[config.mk]
export PLATFORM = sky130hd
export DESIGN_NAME = checkpoint_monitor
export DESIGN_NICKNAME = d
export VERILOG_FILES = /design/src/rtl/checkpoint_monitor.sv
export SDC_FILE = /design/constraint.sdc
export NUM_CORES = 1
export LEC_CHECK = 0
export ABC_AREA = 1
export BUFFER_PORTS_ARGS = -buffer_cell sky130_fd_sc_hd__buf_2
export CAP_MARGIN = 15
export CORE_AREA = 3 3 182 184
export DETAILED_ROUTE_END_ITERATION = 10
export DIE_AREA = 0 0 185 187
export PLACE_DENSITY_LB_ADDON = 0.05
export SKIP_LAST_GASP = 1
export SYNTH_ARGS = -nofsm -noshare
export SYNTH_HDL_FRONTEND = slang
export SYNTH_SLANG_ARGS = --single-unit
[constraint.sdc]
create_clock -name clock_i -period 7.4 [get_ports clock_i]
set_input_delay 0.37 -clock clock_i [delete_from_list [all_inputs] [get_ports clock_i]]
set_output_delay 0.37 -clock clock_i [all_outputs]
set_load 0.02 [all_outputs]
[src/rtl/checkpoint_monitor.sv]
`default_nettype none
// ============================================================================
// checkpoint_monitor : deglitches the firmware checkpoint bus, sequences the
// start/end markers of each test pass, and reports latency/timeout/order errors.
// Revision : 1.0
// ============================================================================
module checkpoint_monitor #(
  parameter int         CHECK_W    = 16,
  parameter logic [7:0] MAGIC      = 8'hAB,
  parameter int         NUM_TESTS  = 3,
  parameter int         RERUNS     = 3,
  parameter int         CNT_W      = 24,
  parameter int         TIMEOUT    = 250000,
  parameter int         STABLE_CYC = 4
) (
  input  logic               clock_i,
  input  logic               resetb_i,
  input  logic [CHECK_W-1:0] checkbits_i,
  input  logic               arm_i,
  input  logic [3:0]         rd_idx_i,
  output logic               busy_o,
  output logic               done_o,
  output logic               fail_o,
  output logic [1:0]         fail_code_o,
  output logic [3:0]         cur_test_o,
  output logic [7:0]         cur_pass_o,
  output logic               lat_valid_o,
  output logic [3:0]         lat_test_o,
  output logic [CNT_W-1:0]   lat_cycles_o,
  output logic [CNT_W-1:0]   max_lat_o
);

  localparam int STAB_W = $clog2(STABLE_CYC + 1);

  localparam logic [2:0] C_IDLE       = 3'd0;
  localparam logic [2:0] C_WAIT_START = 3'd1;
  localparam logic [2:0] C_WAIT_END   = 3'd2;
  localparam logic [2:0] C_DONE       = 3'd3;
  localparam logic [2:0] C_FAIL       = 3'd4;

  localparam logic [1:0] C_CODE_NONE  = 2'd0;
  localparam logic [1:0] C_CODE_START = 2'd1;
  localparam logic [1:0] C_CODE_END   = 2'd2;
  localparam logic [1:0] C_CODE_ORDER = 2'd3;

  // Input conditioning
  logic [CHECK_W-1:0] sync1_q, sync2_q, cand_q, acc_q;
  logic [STAB_W-1:0]  stab_q;
  logic               w_stable, w_evt;

  assign w_stable = (stab_q == STAB_W'(STABLE_CYC));
  // A candidate that has been seen STABLE_CYC times in a row and differs from
  // the last accepted value is a new event; it is accepted on the same edge.
  assign w_evt    = w_stable && (cand_q != acc_q);

  always_ff @(posedge clock_i) begin
    if (!resetb_i) begin
      sync1_q <= '0;
      sync2_q <= '0;
      cand_q  <= '0;
      acc_q   <= '0;
      stab_q  <= '0;
    end else begin
      sync1_q <= checkbits_i;
      sync2_q <= sync1_q;
      if (sync2_q != cand_q) begin
        cand_q <= sync2_q;
        stab_q <= STAB_W'(1);
      end else if (!w_stable) begin
        stab_q <= stab_q + 1'b1;
      end
      if (w_evt) acc_q <= cand_q;
    end
  end

  // Marker decode
  logic [3:0] w_id, w_phase;
  logic       w_mevt, w_start_ok, w_end_ok;

  assign w_id       = cand_q[7:4];
  assign w_phase    = cand_q[3:0];
  assign w_mevt     = w_evt && (cand_q[CHECK_W-1:CHECK_W-8] == MAGIC) &&
                      ((w_phase == 4'd0) || (w_phase == 4'd1));
  assign w_start_ok = w_mevt && (w_phase == 4'd0) && (w_id == cur_test_q);
  assign w_end_ok   = w_mevt && (w_phase == 4'd1) && (w_id == cur_test_q);

  // Sequencer state
  logic [2:0]       state_q, state_d;
  logic [3:0]       cur_test_q, cur_test_d;
  logic [7:0]       cur_pass_q, cur_pass_d;
  logic [CNT_W-1:0] tmo_q, tmo_d;
  logic [CNT_W-1:0] lat_q, lat_d;
  logic [1:0]       code_q, code_d;
  logic             lat_valid_q, lat_valid_d;
  logic [3:0]       lat_test_q, lat_test_d;
  logic [CNT_W-1:0] lat_cycles_q, lat_cycles_d;
  logic [CNT_W-1:0] max_lat_q [NUM_TESTS];
  logic [CNT_W-1:0] w_lat_inc;
  logic             w_tmo_hit, w_upd;

  assign w_lat_inc = (lat_q == '1) ? lat_q : lat_q + 1'b1;
  assign w_tmo_hit = (tmo_q == CNT_W'(TIMEOUT - 1));

  always_ff @(posedge clock_i) begin
    if (!resetb_i) begin
      state_q      <= C_IDLE;
      cur_test_q   <= '0;
      cur_pass_q   <= '0;
      tmo_q        <= '0;
      lat_q        <= '0;
      code_q       <= C_CODE_NONE;
      lat_valid_q  <= 1'b0;
      lat_test_q   <= '0;
      lat_cycles_q <= '0;
      for (int i = 0; i < NUM_TESTS; i++) max_lat_q[i] <= '0;
    end else begin
      state_q      <= state_d;
      cur_test_q   <= cur_test_d;
      cur_pass_q   <= cur_pass_d;
      tmo_q        <= tmo_d;
      lat_q        <= lat_d;
      code_q       <= code_d;
      lat_valid_q  <= lat_valid_d;
      lat_test_q   <= lat_test_d;
      lat_cycles_q <= lat_cycles_d;
      for (int i = 0; i < NUM_TESTS; i++) begin
        if (w_upd && (cur_test_q == 4'(i)) && (w_lat_inc > max_lat_q[i]))
          max_lat_q[i] <= w_lat_inc;
      end
    end
  end

  always_comb begin
    state_d      = state_q;
    cur_test_d   = cur_test_q;
    cur_pass_d   = cur_pass_q;
    tmo_d        = tmo_q;
    lat_d        = lat_q;
    code_d       = code_q;
    lat_valid_d  = 1'b0;
    lat_test_d   = lat_test_q;
    lat_cycles_d = lat_cycles_q;
    w_upd        = 1'b0;
    case (state_q)
      C_IDLE: begin
        if (arm_i) begin
          state_d    = C_WAIT_START;
          cur_test_d = '0;
          cur_pass_d = '0;
          tmo_d      = '0;
        end
      end
      C_WAIT_START: begin
        tmo_d = tmo_q + 1'b1;
        // Marker decisions take priority over a coincident timeout.
        if (w_start_ok) begin
          state_d = C_WAIT_END;
          lat_d   = '0;
          tmo_d   = '0;
        end else if (w_mevt) begin
          state_d = C_FAIL;
          code_d  = C_CODE_ORDER;
          tmo_d   = '0;
        end else if (w_tmo_hit) begin
          state_d = C_FAIL;
          code_d  = C_CODE_START;
          tmo_d   = '0;
        end
      end
      C_WAIT_END: begin
        tmo_d = tmo_q + 1'b1;
        lat_d = w_lat_inc;
        if (w_end_ok) begin
          lat_valid_d  = 1'b1;
          lat_cycles_d = w_lat_inc;
          lat_test_d   = cur_test_q;
          w_upd        = 1'b1;
          tmo_d        = '0;
          if (cur_test_q == 4'(NUM_TESTS - 1)) begin
            cur_test_d = '0;
            cur_pass_d = cur_pass_q + 1'b1;
            state_d    = (cur_pass_q + 1'b1 == 8'(RERUNS)) ? C_DONE : C_WAIT_START;
          end else begin
            cur_test_d = cur_test_q + 1'b1;
            state_d    = C_WAIT_START;
          end
        end else if (w_mevt) begin
          state_d = C_FAIL;
          code_d  = C_CODE_ORDER;
          tmo_d   = '0;
        end else if (w_tmo_hit) begin
          state_d = C_FAIL;
          code_d  = C_CODE_END;
          tmo_d   = '0;
        end
      end
      default: ;
    endcase
  end

  always_comb begin
    busy_o       = (state_q == C_WAIT_START) || (state_q == C_WAIT_END);
    done_o       = (state_q == C_DONE);
    fail_o       = (state_q == C_FAIL);
    fail_code_o  = code_q;
    cur_test_o   = cur_test_q;
    cur_pass_o   = cur_pass_q;
    lat_valid_o  = lat_valid_q;
    lat_test_o   = lat_test_q;
    lat_cycles_o = lat_cycles_q;
    max_lat_o    = '0;
    for (int i = 0; i < NUM_TESTS; i++) begin
      if (rd_idx_i == 4'(i)) max_lat_o = max_lat_q[i];
    end
  end

endmodule
`default_nettype wire

# Word level (Yosys, flattened, before mapping)
# Memories as Yosys holds them, arrays and structs flattened.
# Index checks and enable logic that the tools add are counted.
# totals
regBits	161
wordCells	135
memories	1
ramBits	72
# op_classes
eq_ne	26
n_addsub	5
order_cmp	3
n_bitwise	4
reduce_logical	29
muxes	52
# memory_table
name	words	width	read_ports	rd_clocked_by_memory_dff	write_ports	line	rtl
max_lat_q	3	24	3	0	3	97	logic [CNT_W-1:0] max_lat_q [NUM_TESTS];
# ops
operator	n
$mux W24	13
$gt A24 B24 Y1	3
$pmux W24 S3	1
$add A24 B1 Y24 const B	2
$pmux W24 S2	1
$ne A16 B16 Y1	2
$eq A24 B18 Y1 const B	1
$eq A24 B24 Y1 const B	1
$mux W8	3
$mux W2	8
$pmux W8 S2	1
$mux W3	5
$mux W1	14
$logic_and A1 B1 Y1	13
$eq A4 B1 Y1 const B	3
$logic_not A4 Y1	3
$mux W4	3
$ne A2 B2 Y1 const B	6
$pmux W3 S3	1
$add A8 B1 Y8 const B	1
$eq A4 B2 Y1 const B	2
$eq A8 B2 Y1 const B	1
$eq A8 B8 Y1 const B	1
$pmux W4 S2	1
20 further kinds	29

# Depth between registers and ports, before layout
# depth
ltp_word	14
mapped_depth	23
depth_no_buf	22

# Worst setup path after synthesis
# Ideal clock, no wire load.
# synth_timing
path_kind	flip-flop to flip-flop
from	register lat_q[0]
to	memory max_lat_q[1][0], in the netlist max_lat_q[0][24], enable pin
t_arrival_ps	3420
stages_incl_launch_ff	21
period_less_slack_ps	3801
slack_ps	3599
n_path_buf	1
setup_time_ps	381
cell_sequence	dfxtp_1 > ha_1 > inv_1 > nor3_4 > nand2_2 > nor2_4 > nand4_1 > nor2_1 > nand2_1 > o21ai_0 > nand2_1 > ha_1 > nand4_1 > inv_1 > nand2_1 > nor4b_1 > nand2_1 > nand3_1 > nand3_4 > buf_2 > nand2_1
# synth_lines
element	line	rtl
from (decl)	92	logic [CNT_W-1:0] lat_q, lat_d;
from (signal assigned)	121	lat_q <= lat_d;
to (decl)	97	

==> results.md <==
- Outcome: finished, final reports clean
- Core area: between 30,000 and 40,000 µm²
- Placed insts: 2,041
- Worst Path Max Fanout: 25
- Fillcell total: approximately 3.2k
- Worst EP required: 7.62 ns
- Initial antenna violation count: 1
- Leak pwr: between 0.006 and 0.007 µW
- CP cell instances: nand2_1, nor3_1, nand2_1, nor2_1, inv_1, nor2_1, nand2_1, a21oi_1, inv_1, ha_1, nand2_1, inv_1, nand4_1, nor4b_1, nand2_1, nand3_1, nand3_4, nand2_1, buf_4
- Worst Max-Slew Pin Slew: between 1 and 1.5 ns
- Max H-tree Level: 1
- Clk root buf: clkbuf_16
- Remaining Overflow, GRT: 0
- Rows: between 60 and 70
- Nets: between 1.5k and 2k
- Worst hold slack: approximately 0.26 ns
- Port buffer count: a little over 90
- Die height: between 150 and 200 µm
- Setup bufs post-CTS: 0
- YS warnings: 0
- Post-Syn Instances: 1,596
- Flop-to-flop setup slack: around 2.5 ns
- Worst reg2reg path depth: 19
- All-Layer GR Usage: 0.203
- Synthesized area: 12,600 µm²
- Hold Buf Count CTS: 16
- Worst reg2reg endpoint: max_lat_q[0][41]
- Initial Util: 0.400
- Reg clk slew, reported paths: around 0.070 ns
- Drt wl/cell: roughly 17 µm
- Max incr delay on CP: roughly 0.5 ns
- Slew Limit Fails: 0
- Crit-path slowest cell: nand2_1
- Vias in the first global route: roughly 10k
- Clock buffer count from CTS: 27
- Syn Nets: approximately 1.7k
- Hold Vio Cnt, Final: 0
- Diodes inserted: 0
- Initial drt markers: about 790
- F_max: ~0.2 GHz
- Synth unique cells: 50
- First-pass GRT wire length: ~57,000 µm
- Crit. Startpoint: lat_q[4]
- CTS tree: done
- Mean Syn Cell Area: 7.92 µm²
- EDFF count, synth: 72
- Synth-to-Final Area Change: 14.4%
- Max-cap violations: 0
- Drt first pass iters: 5
- Rel. slew slack: 0.281
- Fin Clk Skew: about 0.0093 ns
- Peak supply drop: between 100 and 150 µV
- Post-synth top flop: dfxtp_1
- Setup TNS: 0 ns
- Min Tclk post-route: slightly below 5 ns
- Asr flop ratio synth: 0
- Arr. time, crit path: a little over 5 ns
- Vias: between 10k and 15k
- Via density: about 5.1
- Power Total: 2860 µW
- Post-DP HPWL: 25,400 µm
- Fin cells: roughly 2.1k
- Die X: between 150 and 200 µm
- Post-route ant nets: 0
- CP most frequent cell: nand2_1
- Final setup viols: 0
- CTS resizes: 0
- # IOs: 93
- Clk buf depth: 3
- Final WL: approximately 35,000 µm
- CP startpoint kind: flop
- CTS Sinks: approximately 230
- Clk Latency, worst-skew pair: between 0.5 and 0.6 ns
- Post-route setup slack: roughly 2.5 ns
- Post-Place Worst Slack: around 2.5 ns
- Die area: between 30,000 and 40,000 µm²
- Hold Path Class: in -> reg
- Pwr dens: 198 nW/µm²
- Largest net degree at the start of global routing: 92
- RSZ-0062 raised after global routing: false
- #FFs+latches synth: 233
- Drt drc: 0
- Seq/Total Area, Yosys: 0.426
- Crit end category: flop
- Critical path class: reg -> reg
- Routability cong.: slightly below 0.9
- End of the critical path: max_lat_q[0][41]
- Share of layout cells above drive strength 1: 0.124
- Period Utilization, post-route: 0.661
- Reg2Reg Launch Point: lat_q[4]
-- power by group --
part | leakage, µW | internal (µW) | switching, µW | total [µW]
registers | 0.00199 | 1350 | 16.6 | 1360
logic | 0.00396 | 53.6 | 116 | 170
clock network | 0.000431 | 780 | 545 | 1330
total | 0.00638 | 2180 | 678 | 2860
-- cell usage after synthesis (28+ instances only) --
cell	count	share of area
ha_1	78	0.077
edfxtp_1	72	0.17
nor2_1	81	0.024
a21oi_1	142	0.056
nand4_1	37	0.018
o21ai_0	57	0.023
inv_1	265	0.079
nand3_1	106	0.042
clkbuf_1	38	0.011
dfxtp_1	161	0.26
nor3_1	28	0.011
nand2_1	317	0.094
-- final cells by class --
class	count	area [µm²]	share of cell area
well taps	402	503	0.0348
repair buffers	116	691	0.0478
clock buffers	37	753	0.0521
flip-flops and latches	233	5390	0.372
clock inverters	13	123	0.00848
multi-input cells	1035	5980	0.413
inverters	272	1030	0.0710
-- cells in the final DEF, fill, tap and decap left out, types with 6 or more instances in the layout --
cell,Yosys,layout
a21oi_1,142,142
o21ai_1,13,13
nand2_1,317,315
buf_4,0,8
nand4_1,37,37
inv_1,265,264
nand2_2,16,18
nand3_1,106,106
ha_1,78,78
edfxtp_1,72,72
dlygate4sd3_1,0,16
dfxtp_1,161,161
a21oi_2,9,9
xnor2_1,20,20
clkbuf_16,0,27
o21ai_0,57,57
nand3b_1,10,10
xor2_1,26,26
clkinv_2,0,7
nor2_1,81,81
or2_2,7,7
inv_2,5,6
nor3_1,28,28
buf_2,9,91
clkbuf_1,38,6
o221ai_1,24,24
nor4_1,16,15
-- stage by stage --
step                 util  area, µm²
finish              0.458      14500
global route        0.458      14500
CTS                 0.458      14400
detailed placement  0.425      13400
global placement    0.425      13400
floorplan               -      12600
-- worst max-delay path: cells and delay by family (launching register included) --
kind	cells	cell delay, ns
AO/OA/AOI/OAI	1	0.27
adder cells (fa/ha/maj)	1	0.32
buffers and inverters	4	0.67
flip-flops	1	0.45
AND/OR/NAND/NOR	13	2.82
-- cells by family (layout without fill, tap and decap cells) --
group,Yosys count,count (layout),synth area share
AO/OA/AOI/OAI,265,265,0.120
XOR/XNOR,48,48,0.0362
adder cells (fa/ha/maj),78,78,0.0772
buffers and inverters,328,438,0.102
flip-flops,233,233,0.426
AND/OR/NAND/NOR,644,644,0.238
-- worst min-delay path by stage --
stage	startpoint	slack (ns)	endpoint	cells past startpoint
after global routing	resetb_i	0.24	lat_cycles_o[13]	3
after global placement	sync1_q[3]	0.39	sync2_q[3]	2
after CTS	resetb_i	0.23	lat_cycles_o[13]	3
after floorplan	sync1_q[0]	0.39	sync2_q[0]	2
final	resetb_i	0.26	lat_cycles_o[12]	3
after detailed placement	sync1_q[1]	0.40	sync2_q[1]	2
-- layer usage --
layer | vias up | wire [µm] | track usage
met5 | - | 0 | 0
met4 | 0 | 619 | 0.0444
met3 | 42 | 1740 | 0.0278
met2 | 232 | 15300 | 0.313
met1 | 4968 | 17700 | 0.304
li1 | 5462 | - | -
-- state kept, by name, summed over array words and instances (netlist names), 4 cells and up --
name / flops
tmo_q: 24
max_lat_q: 72
lat_test_o: 4
lat_cycles_o: 24
sync1_q: 16
sync2_q: 16
cur_pass_o: 8
acc_q: 16
lat_q: 24
cand_q: 16
cur_test_o: 4
Power figures use the tool's default switching activity.
